`src/rtl/lutram_seq_pkg.sv`:
```
// Opcodes and FSM state encoding shared by the LUTRAM command sequencer.
package lutram_seq_pkg;

    localparam logic [1:0] OP_NOP   = 2'b00;
    localparam logic [1:0] OP_READ  = 2'b01;
    localparam logic [1:0] OP_WRITE = 2'b10;
    localparam logic [1:0] OP_MARCH = 2'b11;

    typedef enum logic [3:0] {
        ST_IDLE  = 4'd0,
        ST_RD    = 4'd1,
        ST_WR    = 4'd2,
        ST_MW0   = 4'd3,
        ST_MR0   = 4'd4,
        ST_MW1   = 4'd5,
        ST_MR1   = 4'd6,
        ST_DRAIN = 4'd7,
        ST_DONE  = 4'd8
    } state_e;

endpackage

```
`src/rtl/lutram_seq_cmp.sv`:
```
// March read checker: aligns issued address/expectation with returning read
// data, counts mismatches (saturating) and latches the first failing address.
module lutram_seq_cmp
    import lutram_seq_pkg::*;
#(
    parameter int ADDR_WIDTH = 8,
    parameter int DATA_WIDTH = 8,
    parameter int RD_LATENCY = 0,
    parameter int ERR_WIDTH  = 8
) (
    input  logic                  clk_i,
    input  logic                  rst_i,
    input  logic                  clr_i,
    input  logic                  chk_en_i,
    input  logic [DATA_WIDTH-1:0] chk_exp_i,
    input  logic [ADDR_WIDTH-1:0] chk_addr_i,
    input  logic [DATA_WIDTH-1:0] ram_do_i,
    output logic [ERR_WIDTH-1:0]  err_cnt_o,
    output logic [ADDR_WIDTH-1:0] fail_addr_o,
    output logic                  fail_vld_o
);

    localparam logic [ERR_WIDTH-1:0] ERR_MAX = {ERR_WIDTH{1'b1}};

    logic                  pipe_en_s;
    logic [DATA_WIDTH-1:0] pipe_exp_s;
    logic [ADDR_WIDTH-1:0] pipe_addr_s;
    logic                  mism_s;
    logic [ERR_WIDTH-1:0]  err_cnt_r;
    logic [ADDR_WIDTH-1:0] fail_addr_r;
    logic                  fail_vld_r;

    generate
        if (RD_LATENCY == 32'sd0) begin : g_lat0
            assign pipe_en_s   = chk_en_i;
            assign pipe_exp_s  = chk_exp_i;
            assign pipe_addr_s = chk_addr_i;
        end else begin : g_lat1
            logic                  en_r;
            logic [DATA_WIDTH-1:0] exp_r;
            logic [ADDR_WIDTH-1:0] addr_r;

            // Delay the read tag by one cycle to meet the registered RAM output.
            always_ff @(posedge clk_i) begin
                if (rst_i) begin
                    en_r   <= 1'b0;
                    exp_r  <= '0;
                    addr_r <= '0;
                end else begin
                    en_r   <= chk_en_i;
                    exp_r  <= chk_exp_i;
                    addr_r <= chk_addr_i;
                end
            end

            assign pipe_en_s   = en_r;
            assign pipe_exp_s  = exp_r;
            assign pipe_addr_s = addr_r;
        end
    endgenerate

    assign mism_s = pipe_en_s && (ram_do_i != pipe_exp_s);

    // Mismatch counter and first-fail latch, cleared when a march starts.
    always_ff @(posedge clk_i) begin
        if (rst_i) begin
            err_cnt_r   <= '0;
            fail_addr_r <= '0;
            fail_vld_r  <= 1'b0;
        end else if (clr_i) begin
            err_cnt_r   <= '0;
            fail_addr_r <= '0;
            fail_vld_r  <= 1'b0;
        end else if (mism_s) begin
            if (err_cnt_r != ERR_MAX) begin
                err_cnt_r <= err_cnt_r + 1'b1;
            end
            if (!fail_vld_r) begin
                fail_addr_r <= pipe_addr_s;
                fail_vld_r  <= 1'b1;
            end
        end
    end

    assign err_cnt_o   = err_cnt_r;
    assign fail_addr_o = fail_addr_r;
    assign fail_vld_o  = fail_vld_r;

endmodule

```
`src/rtl/lutram_seq.sv`:
```
// LUTRAM command sequencer: single READ/WRITE accesses plus a four-phase march
// test (write P up, read P up, write ~P down, read ~P down).
module lutram_seq
    import lutram_seq_pkg::*;
#(
    parameter int ADDR_WIDTH = 8,
    parameter int DATA_WIDTH = 8,
    parameter int RD_LATENCY = 0,
    parameter int ERR_WIDTH  = 8
) (
    input  logic                  clk_i,
    input  logic                  rst_i,
    input  logic                  cmd_valid_i,
    input  logic [1:0]            cmd_op_i,
    input  logic [ADDR_WIDTH-1:0] cmd_addr_i,
    input  logic [DATA_WIDTH-1:0] cmd_data_i,
    output logic                  ram_we_o,
    output logic [ADDR_WIDTH-1:0] ram_addr_o,
    output logic [DATA_WIDTH-1:0] ram_di_o,
    input  logic [DATA_WIDTH-1:0] ram_do_i,
    output logic                  busy_o,
    output logic                  done_o,
    output logic [DATA_WIDTH-1:0] rdata_o,
    output logic [ERR_WIDTH-1:0]  err_cnt_o,
    output logic [ADDR_WIDTH-1:0] fail_addr_o,
    output logic                  fail_vld_o
);

    localparam logic [ADDR_WIDTH-1:0] ADDR_LAST = {ADDR_WIDTH{1'b1}};
    // Last RD cycle index and whether a drain cycle follows each read phase.
    localparam logic LAT_LAST  = (RD_LATENCY != 32'sd0) ? 1'b1 : 1'b0;
    localparam logic HAS_DRAIN = LAT_LAST;

    state_e                state_r, state_next_s;
    logic [ADDR_WIDTH-1:0] ram_addr_r, addr_next_s;
    logic [DATA_WIDTH-1:0] ram_di_r, di_next_s;
    logic [DATA_WIDTH-1:0] pat_r, pat_next_s;
    logic [DATA_WIDTH-1:0] rdata_r, rdata_next_s;
    logic                  ram_we_r, busy_r, done_r;
    logic                  lat_r, lat_next_s;
    logic                  post_mr1_r, post_mr1_next_s;
    logic                  nop_acc_s, march_acc_s;

    // Next-state, address counter and write-data selection.
    always_comb begin
        state_next_s    = state_r;
        addr_next_s     = ram_addr_r;
        di_next_s       = ram_di_r;
        pat_next_s      = pat_r;
        rdata_next_s    = rdata_r;
        lat_next_s      = 1'b0;
        post_mr1_next_s = post_mr1_r;
        nop_acc_s       = 1'b0;
        march_acc_s     = 1'b0;
        case (state_r)
            ST_IDLE: begin
                if (cmd_valid_i) begin
                    case (cmd_op_i)
                        OP_NOP: nop_acc_s = 1'b1;
                        OP_READ: begin
                            state_next_s = ST_RD;
                            addr_next_s  = cmd_addr_i;
                        end
                        OP_WRITE: begin
                            state_next_s = ST_WR;
                            addr_next_s  = cmd_addr_i;
                            di_next_s    = cmd_data_i;
                        end
                        OP_MARCH: begin
                            state_next_s    = ST_MW0;
                            addr_next_s     = '0;
                            di_next_s       = cmd_data_i;
                            pat_next_s      = cmd_data_i;
                            post_mr1_next_s = 1'b0;
                            march_acc_s     = 1'b1;
                        end
                        default: state_next_s = ST_IDLE;
                    endcase
                end else begin
                    state_next_s = ST_IDLE;
                end
            end
            ST_RD: begin
                if (lat_r == LAT_LAST) begin
                    state_next_s = ST_DONE;
                    rdata_next_s = ram_do_i;
                end else begin
                    lat_next_s = 1'b1;
                end
            end
            ST_WR: state_next_s = ST_DONE;
            ST_MW0: begin
                if (ram_addr_r == ADDR_LAST) begin
                    state_next_s = ST_MR0;
                    addr_next_s  = '0;
                end else begin
                    addr_next_s = ram_addr_r + 1'b1;
                end
            end
            ST_MR0: begin
                if (ram_addr_r != ADDR_LAST) begin
                    addr_next_s = ram_addr_r + 1'b1;
                end else if (HAS_DRAIN) begin
                    state_next_s    = ST_DRAIN;
                    post_mr1_next_s = 1'b0;
                end else begin
                    state_next_s = ST_MW1;
                    addr_next_s  = ADDR_LAST;
                    di_next_s    = ~pat_r;
                end
            end
            ST_DRAIN: begin
                if (post_mr1_r) begin
                    state_next_s = ST_DONE;
                end else begin
                    state_next_s = ST_MW1;
                    addr_next_s  = ADDR_LAST;
                    di_next_s    = ~pat_r;
                end
            end
            ST_MW1: begin
                if (ram_addr_r == '0) begin
                    state_next_s = ST_MR1;
                    addr_next_s  = ADDR_LAST;
                end else begin
                    addr_next_s = ram_addr_r - 1'b1;
                end
            end
            ST_MR1: begin
                if (ram_addr_r != '0) begin
                    addr_next_s = ram_addr_r - 1'b1;
                end else if (HAS_DRAIN) begin
                    state_next_s    = ST_DRAIN;
                    post_mr1_next_s = 1'b1;
                end else begin
                    state_next_s = ST_DONE;
                end
            end
            ST_DONE: state_next_s = ST_IDLE;
            default: state_next_s = ST_IDLE;
        endcase
    end

    // State and output registers; RAM port decoded from the next state.
    always_ff @(posedge clk_i) begin
        if (rst_i) begin
            state_r    <= ST_IDLE;
            ram_addr_r <= '0;
            ram_di_r   <= '0;
            ram_we_r   <= 1'b0;
            pat_r      <= '0;
            rdata_r    <= '0;
            busy_r     <= 1'b0;
            done_r     <= 1'b0;
            lat_r      <= 1'b0;
            post_mr1_r <= 1'b0;
        end else begin
            state_r    <= state_next_s;
            ram_addr_r <= addr_next_s;
            ram_di_r   <= di_next_s;
            ram_we_r   <= (state_next_s == ST_WR) || (state_next_s == ST_MW0) ||
                          (state_next_s == ST_MW1);
            pat_r      <= pat_next_s;
            rdata_r    <= rdata_next_s;
            busy_r     <= (state_next_s != ST_IDLE);
            done_r     <= (state_next_s == ST_DONE) || nop_acc_s;
            lat_r      <= lat_next_s;
            post_mr1_r <= post_mr1_next_s;
        end
    end

    lutram_seq_cmp #(
        .ADDR_WIDTH (ADDR_WIDTH),
        .DATA_WIDTH (DATA_WIDTH),
        .RD_LATENCY (RD_LATENCY),
        .ERR_WIDTH  (ERR_WIDTH)
    ) u_cmp (
        .clk_i       (clk_i),
        .rst_i       (rst_i),
        .clr_i       (march_acc_s),
        .chk_en_i    ((state_r == ST_MR0) || (state_r == ST_MR1)),
        .chk_exp_i   ((state_r == ST_MR1) ? ~pat_r : pat_r),
        .chk_addr_i  (ram_addr_r),
        .ram_do_i    (ram_do_i),
        .err_cnt_o   (err_cnt_o),
        .fail_addr_o (fail_addr_o),
        .fail_vld_o  (fail_vld_o)
    );

    assign ram_we_o   = ram_we_r;
    assign ram_addr_o = ram_addr_r;
    assign ram_di_o   = ram_di_r;
    assign busy_o     = busy_r;
    assign done_o     = done_r;
    assign rdata_o    = rdata_r;

endmodule
```
`config.mk`:
```
export PLATFORM = sky130hd
export DESIGN_NAME = lutram_seq
export DESIGN_NICKNAME = d
export VERILOG_FILES = /design/src/rtl/lutram_seq_pkg.sv /design/src/rtl/lutram_seq_cmp.sv /design/src/rtl/lutram_seq.sv
export SDC_FILE = /design/constraint.sdc
export NUM_CORES = 1
export LEC_CHECK = 0
export CAP_MARGIN = 20
export CORE_MARGIN = 1.5
export CORE_UTILIZATION = 51
export DETAILED_ROUTE_END_ITERATION = 7
export HOLD_SLACK_MARGIN = 0.05
export MAX_ROUTING_LAYER = met4
export PLACE_DENSITY_LB_ADDON = 0.15
export SYNTH_ARGS = -nofsm -noshare
export SYNTH_HDL_FRONTEND = slang
export SYNTH_SLANG_ARGS = --single-unit
```
`constraint.sdc`:
```
create_clock -name clk_i -period 4.6 [get_ports clk_i]
set_input_delay 1.38 -clock clk_i [delete_from_list [all_inputs] [get_ports clk_i]]
set_output_delay 1.38 -clock clk_i [all_outputs]
set_load 0.005 [all_outputs]
```
# Yosys cells after proc, flatten, opt, wreduce, memory -nomap -nowiden
# Index checks and enable logic that the tools add are counted.
# op_classes
n_div,0
multipliers,0
addsub,3
n_mux,27
n_reduce_logical,22
n_bitwise,4
eq_ne,23
n_lt_le_gt_ge,0
shifts,0
# op_table
cell,n
2-to-1 mux 8 bit,9
case mux 8 bit (6 select lines),1
case mux 4 bit (8 select lines),1
2-to-1 mux 4 bit,6
case mux 8 bit (3 select lines),1
"== test 4 x 3 -> 1 bit, second input constant",5
"adder 8 x 1 -> 8 bit, second input constant",2
"== test 4 x 2 -> 1 bit, second input constant",4
"!= test 8 bit, second input constant",2
case mux 8 bit (2 select lines),1
case mux 4 bit (3 select lines),1
"== test 8 bit, second input constant",1
zero test 8 bit,1
"!= test 2 bit, second input constant",4
!= test 8 bit,1
inverter 8 bit,1
AND reduction 4 bit,2
nonzero test 8 bit,1
OR reduction 2 bit,4
"subtractor 8 x 1 -> 8 bit, second input constant",1
2-to-1 mux 1 bit,7
AND reduction 2 bit,3
nonzero test 6 bit,1
"== test 2 bit, second input constant",2
12 further kinds,17
# word_totals
input_bits,29
out_inout_bits,44
latchBits,0
mem_bits_rw,0
romBits,0
reg_bits,57
memories,0

# Depth between registers and ports, before layout
# Gate-level depths: netlist of the first run.
# logic_depth
ltp_word,7
depth_mapped,9
ltp_nobuf,8

# Hierarchy
# From an unflattened synthesis of the first run, not the netlist that was laid out.
# hier_totals
cells_unflattened,401
hier_area_um2,3245.6
# modules_own_cells
mod,area_each_um2,cells_per_inst,instances,seq_area_each_um2
lutram_seq,2383.5,301,1,780.7
lutram_seq_cmp,862.1,100,1,340.3

# Worst setup path after synthesis of the first run
# OpenSTA, ideal clock, no wires.
# synth_timing
path_type,input-to-reg
from,input ram_do_i[1]
to,"register u_cmp.err_cnt_r[3], in the netlist u_cmp.err_cnt_o[3]"
arrival_time_ns,2.881
path_stages,6
path_buffers,0
slack_ns,1.648
cell_sequence,xor2_1 nor4_1 mux2_4 a211o_4 or4_1 a21oi_1
# synth_via
elab_chain_len,3
# synth_rtl
element,line,source
start: declaration,lutram_seq.sv:20,"input logic [DATA_WIDTH-1:0] ram_do_i,"
!= test 8 bit,lutram_seq_cmp.sv:62,assign mism_s = pipe_en_s && (ram_do_i != pipe_exp_s);
logical AND 1 bit,lutram_seq_cmp.sv:62,
AND reduction 2 bit (no source line),-,
end signal: assignment,lutram_seq_cmp.sv:76,err_cnt_r <= err_cnt_r + 1'b1;
end: declaration,lutram_seq_cmp.sv:29,logic [ERR_WIDTH-1:0] err_cnt_r;
# No other way between the ends.
# A chain may end at the register's enable or synchronous reset.

# Worst setup path after layout of the first run
# layout_timing
from,input cmd_op_i[0]
to,"register ram_addr_r[7], in the netlist ram_addr_o[7]"
# layout_via
elab_chain_len,5
elab_cells_between_ends,9
cone_classes,eq/ne (4); mux (3); reduce/logical (2)
# layout_rtl
element,line,source
start: declaration,lutram_seq.sv:14,"input logic [1:0] cmd_op_i,"
== test 2 bit or == test 2 x 1 -> 1 bit (tied branches),lutram_seq.sv:58,case (cmd_op_i)
OR reduction 2 bit (no source line),-,
case mux 8 bit (2 select lines),lutram_seq.sv:58,
2-to-1 mux 8 bit,lutram_seq.sv:57,if (cmd_valid_i) begin
case mux 8 bit (6 select lines),lutram_seq.sv:55,case (state_r)
end signal: assignment,lutram_seq.sv:159,ram_addr_r <= addr_next_s;
end: declaration,lutram_seq.sv:35,"logic [ADDR_WIDTH-1:0] ram_addr_r, addr_next_s;"
# Several ways; a longest one is shown, not always the timed one. The select of a mux whose other input is x is not followed.

==> run summary, run 1 <==
Antenna violations before repair - 0
Clock slew at the register clock pins of the worst setup and hold paths - 0.10 ns
Layout fillers - 525
Achievable Freq - 276 MHz
Final critical-path required period - 3.62 ns
WS Path Type - in -> reg
Die height - 79.5 um
Post-Syn Nets - 425
Setup bufs post-CTS - 0
RSZ-0062 raised after global routing - false
Synth area leaders - dfxtp_1 38%, a21oi_1 7.5%, nand2_1 7.5%
Num CTS Buffers - 5
H-tree depth - 2
DR DRC count - 0
Cell taking the most area after synthesis - dfxtp_1
Skew-Pair Late Insertion Delay - 0.31 ns
Clk sink count - 56
Tcrit/Tclk final - 78.8%
Asr flop ratio synth - 0%
Global-route wire length before repair - 13000 um
Worst Path Arrival - 3.82 ns
Yosys cell types - 50
Ant diodes - 0
Static Leak - 1.36 nW
Post-placement cell count - 512
Final count of pins violating max slew - 0
Global-route usage over all layers - 26.2%
Vias per cell - 5.79
Startpoint Class - input port
Die width - 79.5 um
Area growth syn-to-layout - 27.6%
Crit. End Element - register
Layout cells sized above 1 - 3.35%
Largest net degree at the start of global routing - 36
Mapped Cells - 387
Port Buf Inserts - 72
Measured slew at the worst slew-check pin - 0.782 ns
First-iteration detailed-routing DRC count - 229
Status - complete, no violations
Worst-path maximum fanout - 14
Die area - 6320 um2
Post-synth EDFFs - 0
Routed vias - 3010
Num rows - 27
I/O pin total - 73
Share of the synthesized area in the top cell type - 37.5%
Power per standard cell area - 262 nW/um2
Post-Syn Area - 2990 um2
Initial Util - 53.6%
Clock tree from TritonCTS - done
Vias in the first global route - 2765
Final Net Count - 485
Drt pass-1 iters - 5
Clock Path Buffers - 2
Max_cap viols - 0
Ys Warns - 0
TNS Setup - 0 ns
Setup violations, final - 0
CTS root buf - clkbuf_8
Synthesized flop and latch total - 56
Post-CTS Hold Buffers - 0
HP Class - reg -> reg
Register area share after synthesis - 37.5%
Avg Synthesized Cell Area - 7.72 um2
Final Instance Count excl. Fillers - 520
Most used DFF post-synth - dfxtp_1
Routability Congestion - 0.874
Commonest non-fill, non-tap cell in the layout - clkdlybuf4s50_1
Util after Layout - 68.4%
Skew final - 0.00792 ns
Max_slew headroom - 47.8%
DRT Wirelength - 7700 um
PostCTS Resize Cnt - 0
DP Wirelength - 5580 um
Hold slack - 0.466 ns
Final hold violation count - 0
Core box area - 5570 um2
Drt wl/cell - 14.8 um
Antenna viol nets, final - 0
Worst vdd ir - 0.176 mV
Grt total ovfl - 0
Pwr Total - 1.00 mW
Most frequent cells in the layout - 72 x clkdlybuf4s50_1, 60 x nand2_1, 56 x dfxtp_1
Worst Path Required - 4.79 ns
synthesized netlist by cell type, drive strengths merged, types with 4 or more instances:
cell	n
nor2	36
nand2	60
dfxtp	56
a2111oi	4
nand3	18
clkbuf	13
a21oi	46
xnor2	10
and3	7
xor2	6
mux2i	9
buf	8
nor4	4
nand4	6
ha	9
inv	9
nor3	6
o21ai	34
per-stage QoR:
| stage | setup WS, ns | area, um2 |
|---|---|---|
| global placement | 0.839 | 3720 |
| finish | 0.976 | 3810 |
| CTS | 0.995 | 3810 |
| global route | 0.762 | 3810 |
| floorplan | 1.65 | 2990 |
| detailed placement | 0.644 | 3720 |
worst max-delay path, stage by stage:
cell and delay (ns):
clkdlybuf4s50_1 0.51, ha_1 0.48, o21ba_2 0.20, a32o_1 0.19, o21a_1 0.36, nand2_1 0.14, a2111oi_0 0.46, nor2_1 0.09
area by class of cell:
cell class / instances / area, um2 / share of cell area (%)
Sequential cell: 56 / 1120 / 29.4
Clock inverter: 2 / 16.3 / 0.427
Inverter: 9 / 33.8 / 0.886
Clock buffer: 6 / 72.6 / 1.90
Timing Repair Buffer: 74 / 733 / 19.2
Tap cell: 72 / 90.1 / 2.36
Multi-Input combinational cell: 301 / 1740 / 45.8
state kept, by name, indices dropped and copies added, names as in the netlist:
register           cells
pat_r                  8
ram_addr_o             8
ram_di_o               8
rdata_o                8
u_cmp.err_cnt_o        8
u_cmp.fail_addr_o      8
state_r                4
busy_o                 1
done_o                 1
ram_we_o               1
u_cmp.fail_vld_o       1
where the power goes:
group          internal [mW]  switching [mW]
clock network          0.109           0.164
registers              0.504          0.0277
logic                 0.0994          0.0966
total                  0.712           0.288
worst paths after layout:
path	from	to	slack, ns	cells after the start
max	cmd_op_i[0]	ram_addr_o[7]	0.98	8
max reg2reg	ram_addr_o[0]	ram_addr_o[1]	2.15	7
min	rdata_o[4]	rdata_o[4]	0.47	2
min reg2reg	rdata_o[4]	rdata_o[4]	0.47	2
logic make-up after synthesis:
group / after synthesis / synth area share (%)
AO/OA/AOI/OAI: 111 / 22.3
XOR/XNOR: 16 / 4.69
adder cells (fa/ha/maj): 9 / 3.77
buffers and inverters: 30 / 4.06
flip-flops: 56 / 37.5
multiplexers: 10 / 3.52
AND/OR/NAND/NOR: 155 / 24.1
metal layers:
layer,wire length [um],global-route usage (%),vias to the layer above
met2,3540,40.8,125
met3,460,3.09,12
met5,0,-,-
li1,-,-,1495
met1,3580,35.7,1378
met4,120,8.25,0
No activity file was read; power rests on OpenSTA's default activity.
==> run 2: changes to the inputs <==
--- a/config.mk
+++ b/config.mk
@@ -7,7 +7,7 @@
 export LEC_CHECK = 0
 export CAP_MARGIN = 20
 export CORE_MARGIN = 1.5
-export CORE_UTILIZATION = 51
+export CORE_UTILIZATION = 45
 export DETAILED_ROUTE_END_ITERATION = 7
 export HOLD_SLACK_MARGIN = 0.05
 export MAX_ROUTING_LAYER = met4
==> constraint.sdc (replaced) <==
create_clock -name clk_i -period 3.1 [get_ports clk_i]
set_input_delay 0.93 -clock clk_i [delete_from_list [all_inputs] [get_ports clk_i]]
set_output_delay 0.93 -clock clk_i [all_outputs]
set_load 0.005 [all_outputs]
==> run summary, run 2 (synthesis results as in run 1) <==
CTS root buf - clkbuf_8
Critical path's slowest cell - clkdlybuf4s50_1
Hold slack - 0.459 ns (-0.00704 ns)
Routed vias - 3077 (+2.2%)
Hold-critical path endpoint - rdata_o[0]
Max incr delay on CP - 0.51 ns (about the same)
Die area - 7130 um2 (+13%)
Worst path bufs/invs - 1 (unchanged)
Post-placement cell count - 535 (+4.5%)
Worst R2R Setup Slack - 0.69 ns (-1.46 ns)
Final Net Count - 503 (+3.7%)
Most frequent cells in the layout - 72 x clkdlybuf4s50_1, 60 x nand2_1, 56 x dfxtp_1
Tcrit/Tclk final - 89.4%
Drt pass-1 iters - 4 (-1)
HP Start - rdata_o[0]
Hold path depth - 2 (unchanged)
Largest net degree at the start of global routing - 24 (-33%)
Crit path from - ram_do_i[2]
Final Cell Area - 3980 um2 (+4.5%)
Clk sink count - 56 (unchanged)
Status - complete, no violations
Num CTS Buffers - 5 (unchanged)
H-tree depth - 2 (unchanged)
Routability Congestion - 0.907 (+3.9%)
Final critical-path required period - 2.77 ns
DR DRC count - 0 (unchanged)
PostCTS Resize Cnt - 0 (unchanged)
DRT Wirelength - 8080 um (+4.9%)
Setup bufs post-CTS - 0 (unchanged)
Area growth syn-to-layout - 33.3%
Startpoint Class - input port
Vias in the first global route - 2894 (+4.7%)
Vias per cell - 5.67 (-2.1%)
Port Buf Inserts - 72 (unchanged)
Commonest non-fill, non-tap cell in the layout - clkdlybuf4s50_1
Worst vdd ir - 0.223 mV (+27%)
Clock slew at the register clock pins of the worst setup and hold paths - 0.11 ns (about the same)
Worst-path maximum fanout - 4 (-10)
I/O pin total - 73 (unchanged)
Final hold violation count - 0 (unchanged)
Clock tree from TritonCTS - done
Worst Path Arrival - 3.02 ns (-0.80 ns)
Antenna violations before repair - 0 (unchanged)
TNS Setup - 0 ns (unchanged)
Initial Util - 46.8% (-6.8 points)
RSZ-0062 raised after global routing - false
Die height - 84.5 um (+6.2%)
Skew final - 0.00985 ns (+0.00193 ns)
R2R depth - 7 (unchanged)
WS Path Type - in -> reg
Drt wl/cell - 14.9 um (+0.41%)
Max_cap viols - 0 (unchanged)
Worst Path Required - 3.35 ns (-1.44 ns)
Antenna viol nets, final - 0 (unchanged)
Layout cells sized above 1 - 7.30% (+3.9 points)
Skew-Pair Late Insertion Delay - 0.32 ns (about the same)
Achievable Freq - 361 MHz
Measured slew at the worst slew-check pin - 0.540 ns (-0.242 ns)
Global-route wire length before repair - 13700 um (+5.0%)
R2R Path Start - ram_addr_o[3]
Final Instance Count excl. Fillers - 543 (+4.4%)
Global-route usage over all layers - 24.1% (-2.1 points)
Max_slew headroom - 63.6% (+16 points)
Post-CTS Hold Buffers - 0 (unchanged)
Final count of pins violating max slew - 0 (unchanged)
CP delay by family, top - simple AND/OR/NAND/NOR gates
Setup violations, final - 0 (unchanged)
Critical path, cell by cell - clkdlybuf4s50_1 -> xor2_1 -> nor4_1 -> mux2_4 -> a211o_4 -> or4_1 -> a21oi_1
Clock Path Buffers - 2 (unchanged)
Power per standard cell area - 402 nW/um2 (+53%)
HP Class - reg -> reg
Layout fillers - 565 (+7.6%)
Worst r2r dst - ram_addr_o[1]
DP Wirelength - 5910 um (+5.9%)
Grt total ovfl - 0 (unchanged)
Crit. End Element - register
Die width - 84.5 um (+6.2%)
Static Leak - 1.47 nW (+7.7%)
First-iteration detailed-routing DRC count - 170 (-26%)
Core box area - 6390 um2 (+15%)
Placed Area - 3870 um2 (+3.9%)
Ant diodes - 0 (unchanged)
Num rows - 29 (+7.4%)
## run 2: cell types whose count changed in the layout (fill, tap and decap cells not counted), sizes merged
cell / before / now
clkbuf: 6 / 5
bufinv: 0 / 1
inv: 9 / 10
clkinvlp: 1 / 0
buf: 2 / 20
## run 2: metal layers
metal	up-vias	wire length [um]	GRT usage (%)
li1	1526	-	-
met1	1434	3580	31.3
met2	102	3850	37.9
met3	15	475	3.93
met4	0	167	9.09
met5	-	0	-
## run 2: tightest hold or removal path, delay by kind of cell, from the launching register on
family,cells,cell delay (ns)
compound gates,1,0.05
flops,1,0.32
simple gates,1,0.05
## run 2: power breakdown
group / internal [mW] / total, mW / switching [mW]
clock: 0.245 / 0.503 / 0.257
combinational: 0.163 / 0.314 / 0.151
sequential: 0.748 / 0.782 / 0.0343
## run 2: area by class of cell
| type | instances | area (um2) | share of cell area [%] |
|---|---|---|---|
| multi-input combinational | 301 | 1740 | 43.8 |
| sequential | 56 | 1120 | 28.2 |
| timing repair buffer | 92 | 871 | 21.9 |
| tap | 77 | 96.3 | 2.42 |
| clock buffer | 5 | 68.8 | 1.73 |
| clock inverter | 3 | 46.3 | 1.16 |
| inverter | 9 | 33.8 | 0.849 |
## run 2: how the worst max path moves through the flow
stage	end	slack, ns	depth (start not counted)
after CTS	ram_addr_o[5]	0.33	10
final	u_cmp.err_cnt_o[3]	0.33	7
after global placement	ram_addr_o[1]	0.02	9
after global routing	ram_addr_o[1]	0.14	9
after floorplan	u_cmp.err_cnt_o[3]	0.60	6
after detailed placement	u_cmp.err_cnt_o[3]	0.008	7
## run 2: metrics by stage
stage	total power [mW]	utilization [%]	setup slack, ns
after detailed placement	1.11	60.5	0.00835
after global placement	1.11	60.5	0.0152
after global routing	1.68	62.3	0.137
after CTS	1.61	62.3	0.332
final	1.60	62.3	0.329
after floorplan	0.968	-	0.598
